$ cat config.mk
export PLATFORM = sky130hd
export DESIGN_NAME = waveram_arbiter
export DESIGN_NICKNAME = d
export VERILOG_FILES = /design/src/rtl/waveram_arbiter_pkg.sv /design/src/rtl/waveram_arbiter_rr_arbiter.sv /design/src/rtl/waveram_arbiter.sv
export SDC_FILE = /design/constraint.sdc
export NUM_CORES = 1
export LEC_CHECK = 0
export ABC_AREA = 0
export CAP_MARGIN = 10
export CELL_PAD_IN_SITES_DETAIL_PLACEMENT = 1
export CELL_PAD_IN_SITES_GLOBAL_PLACEMENT = 1
export CORE_MARGIN = 1.5
export CORE_UTILIZATION = 34
export CTS_BUF_LIST = sky130_fd_sc_hd__clkbuf_2
export DETAILED_ROUTE_END_ITERATION = 16
export GPL_TIMING_DRIVEN = 0
export PLACE_DENSITY = 0.91
export SETUP_SLACK_MARGIN = 0.1
export SLEW_MARGIN = 20
export SYNTH_ARGS = -nofsm -noshare
export SYNTH_HDL_FRONTEND = slang
export SYNTH_SLANG_ARGS = --single-unit
$ cat constraint.sdc
create_clock -name i_clock -period 7.5 [get_ports i_clock]
set_clock_uncertainty 0.2 [all_clocks]
set_input_delay 1.5 -clock i_clock [delete_from_list [all_inputs] [get_ports i_clock]]
set_output_delay 1.5 -clock i_clock [all_outputs]
set_load 0.05 [all_outputs]
$ cat src/rtl/waveram_arbiter_pkg.sv
`default_nettype none
// ============================================================================
// waveram_arbiter_pkg : wavetable address/sample geometry shared with the NCO
// Revision 1.0
// ============================================================================
package waveram_arbiter_pkg;

    localparam int WAVE_FIELD_WIDTH   = 6;
    localparam int SAMPLE_FIELD_WIDTH = 7;
    localparam int ADDR_WIDTH_DEF     = WAVE_FIELD_WIDTH + SAMPLE_FIELD_WIDTH;
    localparam int SAMPLE_WIDTH_DEF   = 12;
    localparam int NUM_VOICES_DEF     = 4;
    // Wide enough for the largest supported voice count (8)
    localparam int VOICE_IDX_WIDTH    = 3;

    typedef enum logic [1:0] {
        RAM_IDLE  = 2'd0,
        RAM_READ  = 2'd1,
        RAM_WRITE = 2'd2
    } ram_op_e;

    typedef struct packed {
        logic                       valid;
        logic [VOICE_IDX_WIDTH-1:0] voice;
    } read_tag_t;

endpackage
`default_nettype wire

$ cat src/rtl/waveram_arbiter_rr_arbiter.sv
`default_nettype none
// ============================================================================
// rr_arbiter : round-robin pick of the first requester at or after i_pointer
// Revision 1.0
// ============================================================================
module rr_arbiter
    import waveram_arbiter_pkg::*;
#(
    parameter int NUM_VOICES = NUM_VOICES_DEF
) (
    input  logic [NUM_VOICES-1:0]      i_req,
    input  logic [VOICE_IDX_WIDTH-1:0] i_pointer,
    output logic [NUM_VOICES-1:0]      o_grant
);

    logic [NUM_VOICES-1:0] w_mask;
    logic [NUM_VOICES-1:0] w_masked;
    logic [NUM_VOICES-1:0] w_pick;

    // Requests at or above the pointer go first; wrap to the full set otherwise
    always_comb begin
        w_mask = '0;
        for (int k = 0; k < NUM_VOICES; k++) begin
            w_mask[k] = (k >= int'(i_pointer));
        end
        w_masked = i_req & w_mask;
        w_pick   = (|w_masked) ? w_masked : i_req;
        o_grant  = w_pick & (-w_pick);
    end

endmodule
`default_nettype wire

$ cat src/rtl/waveram_arbiter.sv
`default_nettype none
// ============================================================================
// waveram_arbiter : shares one wavetable RAM port between voice reads and host loads
// Revision 1.0
// ============================================================================
module waveram_arbiter
    import waveram_arbiter_pkg::*;
#(
    parameter int NUM_VOICES    = NUM_VOICES_DEF,
    parameter int ADDR_WIDTH    = ADDR_WIDTH_DEF,
    parameter int SAMPLE_WIDTH  = SAMPLE_WIDTH_DEF,
    parameter int RAM_LATENCY   = 1,
    parameter int HOST_MAX_WAIT = 8
) (
    input  logic                               i_clock,
    input  logic                               i_reset,
    input  logic [NUM_VOICES-1:0]              i_voice_req,
    input  logic [NUM_VOICES*ADDR_WIDTH-1:0]   i_voice_addr,
    output logic [NUM_VOICES-1:0]              o_voice_grant,
    output logic [NUM_VOICES*SAMPLE_WIDTH-1:0] o_voice_sample,
    output logic [NUM_VOICES-1:0]              o_voice_sample_valid,
    input  logic                               i_host_wr_valid,
    output logic                               o_host_wr_ready,
    input  logic [ADDR_WIDTH-1:0]              i_host_wr_addr,
    input  logic [SAMPLE_WIDTH-1:0]            i_host_wr_data,
    output logic [ADDR_WIDTH-1:0]              o_ram_addr,
    output logic                               o_ram_we,
    output logic [SAMPLE_WIDTH-1:0]            o_ram_wdata,
    input  logic [SAMPLE_WIDTH-1:0]            i_ram_rdata
);

    localparam int                c_wait_w   = $clog2(HOST_MAX_WAIT + 2);
    localparam logic [c_wait_w-1:0] c_wait_max = c_wait_w'(HOST_MAX_WAIT);

    logic [VOICE_IDX_WIDTH-1:0] pointer_q, pointer_d;
    logic [c_wait_w-1:0]        wait_q, wait_d;
    logic [ADDR_WIDTH-1:0]      ram_addr_q, ram_addr_d;
    logic                       ram_we_q, ram_we_d;
    logic [SAMPLE_WIDTH-1:0]    ram_wdata_q, ram_wdata_d;
    read_tag_t                  tag_q [RAM_LATENCY+1];
    read_tag_t                  tag_d;
    logic [SAMPLE_WIDTH-1:0]    sample_q [NUM_VOICES];
    logic [SAMPLE_WIDTH-1:0]    sample_d [NUM_VOICES];

    logic [NUM_VOICES-1:0]      w_rr_grant;
    logic                       w_any_req;
    ram_op_e                    w_op;
    logic [VOICE_IDX_WIDTH-1:0] w_grant_idx;
    logic [ADDR_WIDTH-1:0]      w_grant_addr;
    read_tag_t                  w_ret;

    rr_arbiter #(
        .NUM_VOICES (NUM_VOICES)
    ) u_rr_arbiter (
        .i_req      (i_voice_req),
        .i_pointer  (pointer_q),
        .o_grant    (w_rr_grant)
    );

    assign w_any_req = |i_voice_req;

    // A waiting host only beats voices once it has been starved for HOST_MAX_WAIT cycles
    always_comb begin
        w_op = RAM_IDLE;
        if (!i_reset) begin
            if (i_host_wr_valid && (!w_any_req || wait_q == c_wait_max)) begin
                w_op = RAM_WRITE;
            end else if (w_any_req) begin
                w_op = RAM_READ;
            end
        end
    end

    always_comb begin
        w_grant_idx  = '0;
        w_grant_addr = '0;
        for (int v = 0; v < NUM_VOICES; v++) begin
            if (w_rr_grant[v]) begin
                w_grant_idx  = VOICE_IDX_WIDTH'(v);
                w_grant_addr = i_voice_addr[v*ADDR_WIDTH +: ADDR_WIDTH];
            end
        end
    end

    always_comb begin
        pointer_d   = pointer_q;
        ram_addr_d  = ram_addr_q;
        ram_we_d    = 1'b0;
        ram_wdata_d = ram_wdata_q;
        tag_d       = '0;
        case (w_op)
            RAM_READ: begin
                ram_addr_d = w_grant_addr;
                tag_d      = '{valid: 1'b1, voice: w_grant_idx};
                pointer_d  = (w_grant_idx == VOICE_IDX_WIDTH'(NUM_VOICES - 1)) ?
                             '0 : w_grant_idx + VOICE_IDX_WIDTH'(1);
            end
            RAM_WRITE: begin
                ram_addr_d  = i_host_wr_addr;
                ram_we_d    = 1'b1;
                ram_wdata_d = i_host_wr_data;
            end
            default: ;
        endcase

        wait_d = wait_q;
        if (!i_host_wr_valid || w_op == RAM_WRITE) begin
            wait_d = '0;
        end else if (wait_q != c_wait_max) begin
            wait_d = wait_q + c_wait_w'(1);
        end
    end

    // The oldest tag lines up with i_ram_rdata; the sample bypasses into the output that cycle
    assign w_ret = tag_q[RAM_LATENCY];

    always_comb begin
        sample_d             = sample_q;
        o_voice_sample_valid = '0;
        for (int v = 0; v < NUM_VOICES; v++) begin
            if (!i_reset && w_ret.valid && w_ret.voice == VOICE_IDX_WIDTH'(v)) begin
                o_voice_sample_valid[v] = 1'b1;
                sample_d[v]             = i_ram_rdata;
            end
        end
        o_voice_sample = '0;
        for (int v = 0; v < NUM_VOICES; v++) begin
            o_voice_sample[v*SAMPLE_WIDTH +: SAMPLE_WIDTH] = sample_d[v];
        end
    end

    always_ff @(posedge i_clock) begin
        if (i_reset) begin
            pointer_q   <= '0;
            wait_q      <= '0;
            ram_addr_q  <= '0;
            ram_we_q    <= 1'b0;
            ram_wdata_q <= '0;
            for (int k = 0; k <= RAM_LATENCY; k++) begin
                tag_q[k] <= '0;
            end
            for (int v = 0; v < NUM_VOICES; v++) begin
                sample_q[v] <= '0;
            end
        end else begin
            pointer_q   <= pointer_d;
            wait_q      <= wait_d;
            ram_addr_q  <= ram_addr_d;
            ram_we_q    <= ram_we_d;
            ram_wdata_q <= ram_wdata_d;
            tag_q[0]    <= tag_d;
            for (int k = 1; k <= RAM_LATENCY; k++) begin
                tag_q[k] <= tag_q[k-1];
            end
            for (int v = 0; v < NUM_VOICES; v++) begin
                sample_q[v] <= sample_d[v];
            end
        end
    end

    assign o_voice_grant   = (w_op == RAM_READ) ? w_rr_grant : '0;
    assign o_host_wr_ready = (w_op == RAM_WRITE);
    assign o_ram_addr      = ram_addr_q;
    assign o_ram_we        = ram_we_q;
    assign o_ram_wdata     = ram_wdata_q;

endmodule
`default_nettype wire

# --- After elaboration in Yosys (flattened, before gate mapping) ---
# Memories as Yosys holds them, arrays and structs flattened.
# Cells that the tools add are included.
# Widths: inputs -> output; s select.
word_totals:
  regBits: 81
  mem_bits_rw: 8
  inputBits: 96
  output_inout_bits: 83
  wordCells: 74
  n_memories: 1
op_classes:
  addsub: 3
  n_lt_le_gt_ge: 4
  n_eq_ne: 8
  mux: 29
  bitwise_logic: 4
  n_reduce_logical: 16
mem_list:
  columns: ["name", "depth", "word_bits", "read_ports", "rd_clocked_by_memory_dff", "wr", "line_no", "source"]
  rows:
  - ["tag_q", 2, 4, 2, 0, 2, "waveram_arbiter.sv:40", "read_tag_t tag_q [RAM_LATENCY+1];"]
ops:
  columns: ["cell", "count"]
  rows:
  - ["$mux 13", 4]
  - ["$mux 12", 4]
  - ["$pmux 13 s2", 1]
  - ["$mux 4", 5]
  - ["$mux 1", 10]
  - ["$eq 3x2->1 const B", 3]
  - ["$mux 3", 3]
  - ["$and 4x4->4", 2]
  - ["$reduce_or 4->1", 2]
  - ["$ge 1x3->1 const A", 2]
  - ["$ge 2x3->1 const A", 2]
  - ["$logic_and 1x1->1", 6]
  - ["$add 4x1->4 const B", 1]
  - ["$eq 4x4->1 const B", 1]
  - ["$mux 2", 2]
  - ["$ne 4x4->1 const B", 1]
  - ["$neg 4->4", 1]
  - ["$add 3x1->3 const B", 1]
  - ["$eq 3x1->1 const B", 1]
  - ["$logic_not 1->1", 3]
  - ["$logic_not 3->1", 1]
  - ["$eq 2x1->1 const B", 1]
  - ["$eq 2x2->1 const B", 1]
  - ["$logic_or 1x1->1", 2]
  - ["3 further kinds", 4]

# --- Longest topological paths before layout ---
logic_depth:
  depth_word: 11
  depth_mapped: 13
  mapped_depth_nobuf: 11

# --- By module ---
# A second synthesis with hierarchy kept.
hier_totals:
  cells_unflattened: 387
  area_unflattened_um2: 3970.1
modules_own_cells:
  columns: ["mod", "n_inst", "cells_per_inst", "area_each_um2", "seq_area_each_um2"]
  rows:
  - ["waveram_arbiter", 1, 366, 3847.4, 1721.7]
  - ["rr_arbiter", 1, 21, 122.6, 0.0]

# --- Worst setup path after synthesis ---
# No wires, ideal clock.
synth_timing:
  path_kind: "in2out"
  from: "input port i_reset"
  to: "output port o_voice_sample[14]"
  arrival_ns: 2.741
  required_time_ns: 5.800
  slack_ns: 3.059
  stages: 5
  n_path_buf: 1
  path_cell_list: "nor2b_2 nand2_1 nor2_2 buf_2 mux2_2"
synth_between:
  elab_chain_len: 4
synth_rtl:
  columns: ["element", "line_no", "source"]
  rows:
  - ["start, declared", "waveram_arbiter.sv:16", "input logic i_reset,"]
  - ["$logic_not 1->1", "waveram_arbiter.sv:121", "if (!i_reset && w_ret.valid && w_ret.voice == VOICE_IDX_WIDTH'(v)) begin"]
  - ["$logic_and 1x1->1 (2 in series)", "waveram_arbiter.sv:121", null]
  - ["$mux 12", "waveram_arbiter.sv:121", null]
  - ["end, declared", "waveram_arbiter.sv:20", "output logic [NUM_VOICES*SAMPLE_WIDTH-1:0] o_voice_sample,"]
# No other way between the ends.

# --- Final worst setup path ---
layout_timing:
  from: "input port i_reset"
  to: "output port o_voice_grant[3]"
layout_between:
  elab_chain_len: 3
layout_rtl:
  columns: ["element", "line_no", "source"]
  rows:
  - ["$mux 2", "waveram_arbiter.sv:65", "if (!i_reset) begin"]
  - ["$eq 2x1->1", "waveram_arbiter.sv:161", "assign o_voice_grant = (w_op == RAM_READ) ? w_rr_grant : '0;"]
  - ["$mux 4", "waveram_arbiter.sv:161", null]
  - ["end, declared", "waveram_arbiter.sv:19", "output logic [NUM_VOICES-1:0] o_voice_grant,"]
# No other way between the ends.

==> results.txt <==
- Counting every sink on the clock net gives 86.
- Number of nets in the synthesized netlist: 499
- After floorplanning, the core was sized to cover 11,470 sq um.
- Cell family contributing the most delay on the critical path: buffers and inverters
- Fraction of the yosys area taken by sequential cells: 42.96%
- After clock tree synthesis, the clock-pin slew on the worst setup and hold paths is 240 ps.
* Worst stage delay on the critical path: 820 ps
- Compared with the post-synthesis result, the final layout area differs by 51.58%.
- Aggregate routed wire length: 13.79 mm
- STA classifies the critical path startpoint as a primary input.
- Multi-input combinational cell area: 2088 sq um
- Number of nets with antenna violations after detailed routing: 0
* Worst slew margin relative to its limit: 60.14%
* Type of the setup path with the least slack: in2out
* Clock H-tree levels: 3
* Met3 capacity usage during global routing: 5.444%
- Routed via count: 3,800
- Worst-path fanout max: 10
* Peak-usage layer in the global routing report: met2
- Die outline area: 12,450 sq um
- For this run, the leading register cell type out of synthesis is dfxtp_1.
- TritonRoute pass-1 iters: 4
- During placement, the flow inserted port buffers numbering 178.
- By area, the combinational part of the netlist is dominated by simple AND/OR/NAND/NOR gates.
* Placement-stage cell area: 5968 sq um
* Avg Cell Area, Syn: 10.04 sq um
- Worst VDD drop: 0.07424 mV
- Share of the synthesized area in the top cell type: 42.96%
* Antenna violations before repair: 0
- After detailed routing, the average wire length per cell comes to 18.74 um.
- Together, buffers and inverters on the worst path number 4.
- The clock passes through at most 2 buffers.
* Max Transition Viols Final: 0
* Cell at the root of the clock tree: clkbuf_2
- The finished cells cover 6075 sq um.
- The worst setup path is captured at an output port.
* Shortest clock period the worst path allows after layout: 5828 ps
- Worst path arrival time: 4130 ps
* Number of hold-slack violations in the final timing report: 0
* Yosys top cell by area: dfxtp_1
- The worst register-to-register path has a depth of 12.
- Post-Synthesis Cell Area: 4008 sq um
- Summing the areas of all xor and xnor instances in the mapped netlist gives 0.6556% of the synthesized area.
* Width of the die: 111.6 um
- Seq cells post-synth: 86
* Vias in the first global route: 4,113
* Layout cell share with drive strength beyond 1: 15.54%
* PD cells: 157.2 nW/um^2
* GR Overflow Total: 0
- Fraction of the mapped netlist area in simple logic gates: 18.98%
- Hold_buf cts: 0
* Hold WC Path Type: reg2reg
* Number of filler instances in the final layout: 1,297
- The flow ran to the end, and the final reports show no timing, DRC or antenna violations.
- Across the whole layout, storage elements account for 1722 sq um.
- Depth of the critical timing path with buffers and inverters included: 7
- Post-route fraction of the period consumed by the critical path: 77.71%
- Initial core utilization: 34.95%
- Required arrival time at the worst endpoint: 5800 ps
- Setup repair after global routing left no endpoint under its margin.
- In the global route stage, met2 resource usage came out at 41.35%.
* Finish-stage setup viols: 0
- Vert. Die Dim: 111.6 um
- After Yosys synthesis, full adders, half adders and majority gates account for 1.249% of the synthesized area.
- TritonCTS built the clock tree.
* Cell seen most often among critical-path stages: clkdlybuf4s50_1
- Walking the worst path, the cells encountered are clkdlybuf4s50_1 -> clkbuf_1 -> a211o_1 -> inv_1 -> ha_1 -> and2_1 -> clkdlybuf4s50_1.
- The finished layout holds 736 standard cells, fillers aside.
* Number of enable-type register cells in the synthesized netlist: 0
- The commonest cells after synthesis are dfxtp_1, and2_1, mux2_2, nor2_1.
- Derived from the worst setup path, the maximum achievable clock frequency is 171.6 MHz.
- Summing the areas of all compound-gate instances in the mapped netlist gives 14.49% of the synthesized area.
- In the synthesized netlist, the number of instances is 399.
- In this run the core area contains 39 standard-cell rows.
- Aggregate negative setup slack: 0 ps
* First-pass GRT wire length: 22.17 mm
- At the end of routability-driven placement, the weighted congestion stood at 0.8108.
* Worst hold path depth: 1
- Core Util, Final: 52.97%
- TritonCTS created 9 clock buffers.
- The analysis attributes to cell leakage a power of 2.379 nW.
* Number of placed instances with taps included: 720
* Maxcap violations: 0
* Synth warnings: 0
* Actual slew at the worst max-slew pin: 596.1 ps
- Post-layout nets: 688
- Share of async-settable or async-resettable flops after synthesis: 0%
* Buffer count from post-CTS setup fixing: 0
* Via density per instance: 5.163
- The first routing iteration left 129 violations.
- Post-synthesis cell type count: 50
* Post-detailed-route DRC marker count: 0
- Post-CTS repair changed the size of 0 cells.
- Slowest stage cell, crit path: clkdlybuf4s50_1
- Most repeated cell in the gate-level netlist after synthesis: dfxtp_1
* Largest net degree at the start of global routing: 14
- For this run, global-route usage on met1 was measured as 25.17%.
* Latest clock arrival within the worst-skew pair: 550 ps
- The wire-length estimate of the detail-placed layout is 11.14 mm.
- Sorting the synthesized cells by area gives the leading types as dfxtp_1, mux2_2, and2_1, mux2i_1, a221oi_1.
* Multiplexer area fraction after synthesis: 16.73%
* IO Count: 179
- Global routing used 22.61% of the available tracks across all layers.
==> layout by cell type (no fill, tap or decap), drive strengths merged, types with 7 or more instances in the layout <==
cell type	netlist	routed
clkdlybuf4s50	0	178
dfxtp	86	86
and2	59	59
mux2	48	48
nor2	29	29
clkbuf	14	25
mux2i	13	13
o22ai	13	13
a221oi	13	13
inv	12	12
buf	12	12
nor2b	11	11
o211ai	9	9
o21ai	9	9
o2bb2ai	7	7
==> flip-flops by register name, summed over array words and instances (netlist names) <==
signal and flops:
tag_q 6, o_ram_we 1, o_ram_wdata 12, o_ram_addr 13, sample_q 48, pointer_q 2, wait_q 4
==> worst register-to-register path: cells and delay by family, from the launching register on <==
family,cells,cell delay (ps)
simple gates,2,320
fa+ha+maj,2,600
flops,1,410
buf+inv,4,940
compound gates,4,800
==> per-layer routing <==
layer | routed length, um | share of wire [%]
met1 | 5423 | 39
met3 | 962 | 7.0
met2 | 7083 | 51
met4 | 323 | 2.3
met5 | 0 | 0
==> layout make-up <==
type	instances	area share, %
multi-input combinational	275	34.38
timing repair buffer	178	29.33
sequential	86	28.34
tap	143	2.945
buffer	26	2.513
clock buffer	11	0.9063
clock inverter	4	0.8033
inverter	12	0.7415
antenna	1	0.04119
==> power breakdown <==
group	switching [W]	leakage [nW]	internal (W)
registers	0.00000934	0.698	0.000473
clock network	0.000161	0.0718	0.0000775
logic	0.000128	1.61	0.000107
==> metrics by stage <==
step / hold slack, ps / power [W] / setup slack (ps)
floorplan: 213.8 / 0.0006129 / 3059
global placement: 223.1 / 0.0007179 / 1708
detailed placement: 226.8 / 0.0007256 / 1672
CTS: 265.0 / 0.0009632 / 1638
global route: 278.2 / 0.0009988 / 1507
finish: 262.7 / 0.0009551 / 1672
==> worst paths after layout <==
path | start | end | slack (ps)
setup / recovery | i_reset | o_voice_grant[3] | 1670
hold / removal | tag_q[0][0] | tag_q[0][4] | 260
setup reg to reg | wait_q[0] | o_ram_addr[10] | 4190
hold reg to reg | tag_q[0][0] | tag_q[0][4] | 260
==> cell families after synthesis <==
group | Yosys count
flip-flops | 86
adder cells (fa/ha/maj) | 4
AO/OA/AOI/OAI | 77
multiplexers | 61
buffers and inverters | 38
AND/OR/NAND/NOR | 130
XOR/XNOR | 3
No activity file was read; power rests on OpenSTA's default activity.
==> variant (config.mk and constraints unchanged) <==
Reset style: asynchronous (`i_reset`), changed in one clocked block.
--- a/src/rtl/waveram_arbiter.sv
+++ b/src/rtl/waveram_arbiter.sv
@@ -129,7 +129,7 @@
         end
     end
 
-    always_ff @(posedge i_clock) begin
+    always_ff @(posedge i_clock or posedge i_reset) begin
         if (i_reset) begin
             pointer_q   <= '0;
             wait_q      <= '0;
Function: differs if i_reset is asserted again (counterexample within 4 cycles, from zero or initial values and one cycle with i_reset high); with i_reset held inactive, the same outputs for 10 cycles.
==> variant against the original RTL <==
Register-to-register slack gained 0.18 ns; die area grew 7.1%; setup slack lost 0.084 ns; sequential share of layout area grew 5.2 points; count of clock-buffer cells in the layout is the same; non-clock buffer count shrank 3; critical path depth grew 1; routed wire length grew 3.8%; sequential cell count is the same; core utilization shrank 0.28 points; area after synthesis grew 7.3%; final area grew 5.5%; critical path type unchanged.
Power is not compared: it rests on default switching activity, and its combinational part moved more than twofold at a synthesized area within 25%.
==> variant: results (changes against the original RTL) <==
* Status: completed
* Vias in the first global route at 4200 (+2.1%)
* Dpl cells at 714 (-0.83%)
* Routed WL at 14300 um (+3.8%)
* Number of synthesis warnings at 0 (unchanged)
* Compound-Gate Fraction of Synth Area at 14.7% (+0.18 points)
* GRT Overall Usage at 21.8% (-0.85 points)
* DRT iter0 DRCs at 124 (-3.9%)
* Largest net degree at the start of global routing at 61 (+47)
* R2R Path End: o_ram_wdata[2]$_DFFE_PP0P_
* Share of post-route cells with drive strength above 1 at 20.6% (+5.1 points)
* Hold endpoint: tag_q[3]$_DFF_PP0_
* Synth area leaders: dfrtp_1, mux2_2, nand2_1
* Final net count at 658 (-4.4%)
* Crit share post-route at 78.8% (+1.1 points)
* Adder-cell share of the synthesized area at 1.46% (+0.21 points)
* Hpwl dp at 11100 um (-0.36%)
* Sequential share of the synthesized area at 50.1% (+7.1 points)
* Fin cells at 731 (-0.68%)
* Placed Area at 0.00629 mm2 (+5.4%)
* Hold Path Origin: tag_q[7]$_DFF_PP0_
* WP data arrival at 4.21 ns (+0.08 ns)
* Global placer's final weighted congestion at 0.830 (+2.4%)
* Most frequent cells after synthesis: dfrtp_1, nand2_1, mux2_2
* FILL cells at 1321 (+1.9%)
* First-pass GRT wire length at 22000 um (-0.69%)
* Util after Layout at 52.7% (-0.28 points)
* Yosys cell types at 49 (-2.0%)
* PortBufs at 175 (-1.7%)
* Post-synth net total at 471 (-5.6%)
* Worst reg2reg setup slack at 4.37 ns (+0.18 ns)
* Slew @ Worst Pin at 0.684 ns (+0.0876 ns)
* R2R cell count at 10 (-2)
* Synth Area in XOR/XNOR at 0.611% (-0.044 points)
* Crit path to: o_voice_sample[44]
==> variant: routing by layer <==
metal,vias to the layer above,wire (um),global-route usage [%],part of all wire [%]
met4,0,174,7.65,1.2
met3,14,1070,5.49,7.4
met2,178,7390,39.8,52
met1,1891,5680,24.5,40
li1,1685,-,-,-
met5,-,0,0,0
==> variant: cell type report <==
cell class	count	share of cell area, %
inverters	9	0.566
repair buffers	176	27.8
plain buffers	25	2.52
clock inverters	5	0.937
diodes	1	0.0390
flip-flops and latches	86	33.6
clock buffers	11	0.859
well taps	168	3.28
multi-input cells	250	30.5
==> variant: power groups by stage <==
stage                     Sequential, uW  Combinational (uW)  Clock, uW
after floorplan                      796                 842          0
after global placement               688                1390          0
after detailed placement             703                1430          0
after CTS                            693                1440        255
after global routing                 708                1490        273
final                                692                1430        246
